File: src/rtl/blink_driver.sv
// blink_driver: turns single-cycle event pulses into visible LED blinks.
// Each accepted pulse gives ON_CYCLES of led high followed by GAP_CYCLES low.
// Pulses arriving mid-blink are queued in a saturating pending counter.
module blink_driver #(
    parameter int ON_CYCLES   = 12_500_000,
    parameter int GAP_CYCLES  = 12_500_000,
    parameter int MAX_PENDING = 7,
    localparam int PW         = $clog2(MAX_PENDING + 1)
) (
    input  logic          clk,
    input  logic          reset,
    input  logic          pulse,
    output logic          led,
    output logic          busy,
    output logic [PW-1:0] pending,
    output logic          dropped
);

    localparam int MAXC = (ON_CYCLES > GAP_CYCLES) ? ON_CYCLES : GAP_CYCLES;
    localparam int TW   = (MAXC > 1) ? $clog2(MAXC) : 1;

    localparam logic [TW-1:0] ON_LAST  = TW'(ON_CYCLES - 1);
    localparam logic [TW-1:0] GAP_LAST = TW'(GAP_CYCLES - 1);
    localparam logic [PW-1:0] PEND_MAX = PW'(MAX_PENDING);

    typedef enum logic [1:0] {
        S_IDLE = 2'd0,
        S_ON   = 2'd1,
        S_GAP  = 2'd2
    } state_t;

    state_t          state_q, state_d;
    logic [TW-1:0]   timer_q, timer_d;
    logic [PW-1:0]   pending_q, pending_d;
    logic            dropped_q, dropped_d;
    logic            led_q, led_d;
    logic            busy_q, busy_d;

    // Next-state, timer, queue and output decode for the blink sequencer.
    always_comb begin
        state_d   = state_q;
        timer_d   = timer_q + TW'(1);
        pending_d = pending_q;
        dropped_d = 1'b0;

        unique case (state_q)
            S_IDLE: begin
                timer_d = '0;
                // Event is consumed directly; the queue stays empty.
                if (pulse) state_d = S_ON;
            end
            S_ON: begin
                if (timer_q == ON_LAST) begin
                    state_d = S_GAP;
                    timer_d = '0;
                end
                if (pulse) begin
                    if (pending_q < PEND_MAX) pending_d = pending_q + PW'(1);
                    else                      dropped_d = 1'b1;
                end
            end
            S_GAP: begin
                if (timer_q == GAP_LAST) begin
                    timer_d = '0;
                    if (pending_q != '0 || pulse) state_d = S_ON;
                    else                          state_d = S_IDLE;
                    // A queued blink starts; a simultaneous pulse takes its
                    // place in the queue so the count is unchanged.
                    if (pending_q != '0 && !pulse) pending_d = pending_q - PW'(1);
                end else if (pulse) begin
                    if (pending_q < PEND_MAX) pending_d = pending_q + PW'(1);
                    else                      dropped_d = 1'b1;
                end
            end
            default: begin
                state_d = S_IDLE;
                timer_d = '0;
            end
        endcase

        led_d  = (state_d == S_ON);
        busy_d = (state_d != S_IDLE);
    end

    // State and output registers with synchronous reset.
    always_ff @(posedge clk) begin
        if (reset) begin
            state_q   <= S_IDLE;
            timer_q   <= '0;
            pending_q <= '0;
            dropped_q <= 1'b0;
            led_q     <= 1'b0;
            busy_q    <= 1'b0;
        end else begin
            state_q   <= state_d;
            timer_q   <= timer_d;
            pending_q <= pending_d;
            dropped_q <= dropped_d;
            led_q     <= led_d;
            busy_q    <= busy_d;
        end
    end

    assign led     = led_q;
    assign busy    = busy_q;
    assign pending = pending_q;
    assign dropped = dropped_q;

endmodule

File: config.mk
export PLATFORM = sky130hd
export DESIGN_NAME = blink_driver
export DESIGN_NICKNAME = d
export VERILOG_FILES = /design/src/rtl/blink_driver.sv
export SDC_FILE = /design/constraint.sdc
export NUM_CORES = 1
export LEC_CHECK = 0
export ABC_CLOCK_PERIOD_IN_PS = 1700
export CAP_MARGIN = 5
export CORE_ASPECT_RATIO = 0.8
export CORE_MARGIN = 8
export CORE_UTILIZATION = 50
export DETAILED_ROUTE_END_ITERATION = 16
export GPL_TIMING_DRIVEN = 0
export PLACE_DENSITY = 0.69
export SYNTH_ARGS = -nofsm -noshare
export SYNTH_HDL_FRONTEND = slang
export SYNTH_SLANG_ARGS = --single-unit
File: constraint.sdc
create_clock -name clk -period 1.7 [get_ports clk]
set_input_delay 0.425 -clock clk [delete_from_list [all_inputs] [get_ports clk]]
set_output_delay 0.425 -clock clk [all_outputs]
set_load 0.03 [all_outputs]
==> impl_metrics.ini <==
[placed_design]
dp_cells = 252
placed_area_um2 = 1850
place.port_buffers = 7
hpwlAfterDp_um = 2730
gp_congestion = 0.870
preCtsSetupSlack_ps = -295

[drt]
initialDrtViolationCount = 105
drc_errors = 0
wl_per_cell_um = 16.4
wirelength_um = 4560
vias = 1619
vias_per_cell = 5.84
drt_first_pass_iters = 4
drtAntennaViolNets = 0

[global_route]
grt_max_degree = 11
antenna_found_initial = 0
first_global_vias = 1429
grt_pass1_wl_um = 6840
grt.overflow.total = 0
track_usage_pct = 15.9

[sta]
worst_slack_ps = -113
max_freq_mhz = 552
slew_headroom_pct = 66.7
rsz0062_at_grt = yes
setup_viol = 29
worst-slew-pin-transition_ps = 498
hold_viol_final = 0
post-route-period-util_pct = 107
min_period_ps = 1810
finClkSkew_ps = 7.29
slew_viol_final = 0

[floorplanning]
die_w_um = 81.7
rows = 19
start_util_pct = 51.1
die_area_um2 = 5600
die_h_um = 68.5
fp.coreArea_um2 = 3380
boundaryPins = 9

[critical_path]
r2r_end = busy$_SDFF_PP0_
cp_cell_sequence = or3_4, nor4_4, buf_4, nand3_4, a211oi_4, o41ai_2
cp.arrival_ps = 1970
crit_path_top_delay_cell = or3_4
rrSetupSlack_ps = -110
crit_family = simple AND/OR/NAND/NOR gates
crit_fanout = 5
cp.required_ps = 1860
r2r_start = timer_q[14]$_SDFF_PP0_
max_stage_delay_ps = 410
end_kind = register
start_kind = register
critPathBufInv = 1
r2r_cells = 6
path_class = reg2reg

[logic_synthesis]
postSynthAreaPerCell_um2 = 8.49
synth_cell_types = 43
syn-cell-area_um2 = 1720
yosysSeqAreaShare_pct = 37.2
synthArstFlopShare_pct = 0
synth_cells = 203
synthFlopType = dfxtp_1
yosys_warnings = 0
synth_seq_cells = 32
synth.net_count = 214
synth_edf_count = 0

[layout]
fillers = 255
final_nets = 245
multiInputGateArea_um2 = 1180
finalNonFillerCells = 277
syn2layout_area_growth_pct = 36.6
final_area_um2 = 2360
seq_area_um2 = 676
drive_gt1_share_pct = 31.9
diodes = 0
final_common_cell = nor2_1
final_cell_mix = 30 x nor2_1, 16 x dfxtp_1, 12 x nand4_1, 12 x buf_4

[outcome]
outcome = complete, but fails checks
violations = negative setup slack

[cts]
cts-root-buf = clkbuf_8
clk_latency_ps = 290
max-clock-path-buffers = 2
cts_hold_buf = 0
clkTransAtPathRegs_ps = 70
cts_buffers = 5
cts_tree = built
clock_sinks = 32
h-tree-depth = 2

[power]
ir_drop_mv = 0.567
power.leakage_nw = 0.904
p_total_mw = 1.73
power_density_nw_per_um2 = 735

[min_path]
hold_path_end = timer_q[0]$_SDFF_PP0_
min_from = timer_q[0]$_SDFF_PP0_
hp-class = reg2reg
hold_path_depth = 1

[job]
max-cap-violations = 0
==> cell usage after synthesis, types with 2 or more instances <==
cell | number | share of area, %
nand2_1 | 11 | 2.4
buf_2 | 2 | 0.58
xnor2_1 | 11 | 5.6
and3_1 | 4 | 1.5
nor2_2 | 2 | 0.73
nor3_1 | 5 | 1.5
nor4b_1 | 2 | 1.0
nand4_1 | 12 | 4.4
o21ai_0 | 5 | 1.5
o21a_1 | 3 | 1.3
ha_1 | 8 | 5.8
nor2b_1 | 2 | 0.73
nor4_1 | 5 | 1.8
xor2_1 | 11 | 5.6
dfxtp_1 | 32 | 37
and2_1 | 2 | 0.73
and4_4 | 2 | 1.3
a21oi_1 | 6 | 1.7
inv_1 | 10 | 2.2
or3_1 | 2 | 0.73
nor2_1 | 34 | 7.4
clkbuf_1 | 4 | 0.87
nand3_1 | 8 | 2.3
==> final cells by class <==
| type | instances | share of cell area, % |
|---|---|---|
| flip-flops and latches | 32 | 28.7 |
| clock inverters | 2 | 1.49 |
| clock buffers | 6 | 3.08 |
| well taps | 42 | 2.23 |
| multi-input cells | 155 | 50.1 |
| repair buffers | 25 | 11.0 |
| plain buffers | 5 | 1.81 |
| inverters | 10 | 1.59 |
==> worst max path at each step <==
stage / start / end / slack [ps] / depth (start not counted)
5_1_grt: timer_q[8]$_SDFF_PP0_ / busy$_SDFF_PP0_ / -150 / 6
3_3_place_gp: timer_q[0]$_SDFF_PP0_ / timer_q[23]$_SDFF_PP0_ / -280 / 7
3_5_place_dp: timer_q[0]$_SDFF_PP0_ / timer_q[4]$_SDFF_PP0_ / -300 / 7
6_report: timer_q[14]$_SDFF_PP0_ / busy$_SDFF_PP0_ / -110 / 6
4_1_cts: timer_q[0]$_SDFF_PP0_ / busy$_SDFF_PP0_ / -20 / 6
2_1_floorplan: timer_q[0]$_SDFF_PP0_ / pending[2]$_SDFFE_PP0P_ / 0.09 / 6
==> sequential cells by signal, indices dropped and copies added, names as in the netlist <==
| name | flops |
|---|---|
| timer_q | 24 |
| pending | 3 |
| dropped | 1 |
| busy | 1 |
| state_q | 2 |
| led | 1 |
==> per-stage QoR <==
step	util, %	hold WS, ps	TNS, ps
6_report	69.8	437	-1580
5_1_grt	69.8	449	-3510
4_1_cts	61.6	459	-35.4
3_5_place_dp	54.8	456	-7410
3_3_place_gp	54.8	443	-6780
2_1_floorplan	-	430	0
==> worst reg2reg max path, cell delays in order, from the launching register on <==
cell	delay [ps]
dfxtp_1	370
or3_4	410
nor4_4	180
buf_4	180
nand3_4	110
a211oi_4	310
o41ai_2	130
==> timing repair <==
| action | in CTS | in global routing |
|---|---|---|
| gates resized for setup | 33 | 37 |
| pin swaps | 7 | 9 |
| setup endpoints to repair | 35 | 34 |
| gates cloned | 0 | 2 |
| buffers inserted | 3 | 13 |
==> power by group <==
| group | leakage (nW) | internal, mW | switching [mW] | total, mW |
|---|---|---|---|---|
| Clock | 0.0552 | 0.435 | 0.286 | 0.721 |
| Sequential | 0.268 | 0.760 | 0.0191 | 0.779 |
| Combinational | 0.581 | 0.100 | 0.132 | 0.232 |
==> per-layer routing <==
metal	vias up	part of all wire, %	global-route usage, %
met5	-	0	0
met3	10	6.1	6.35
met2	54	48	24.4
met1	776	44	19.8
li1	779	-	-
met4	0	2.0	5.90
==> logic make-up (layout without fill, tap and decap cells) <==
group                    Yosys count  count (layout)  share of synthesized area (%)
flip-flops                        32              32                           37.2
AND/OR/NAND/NOR                  101             101                           32.6
buffers and inverters             16              48                           3.63
AO/OA/AOI/OAI                     23              23                           9.07
adder cells (fa/ha/maj)            8               8                           5.81
multiplexers                       1               1                          0.581
XOR/XNOR                          22              22                           11.2
(Power assumes the default switching activity.)
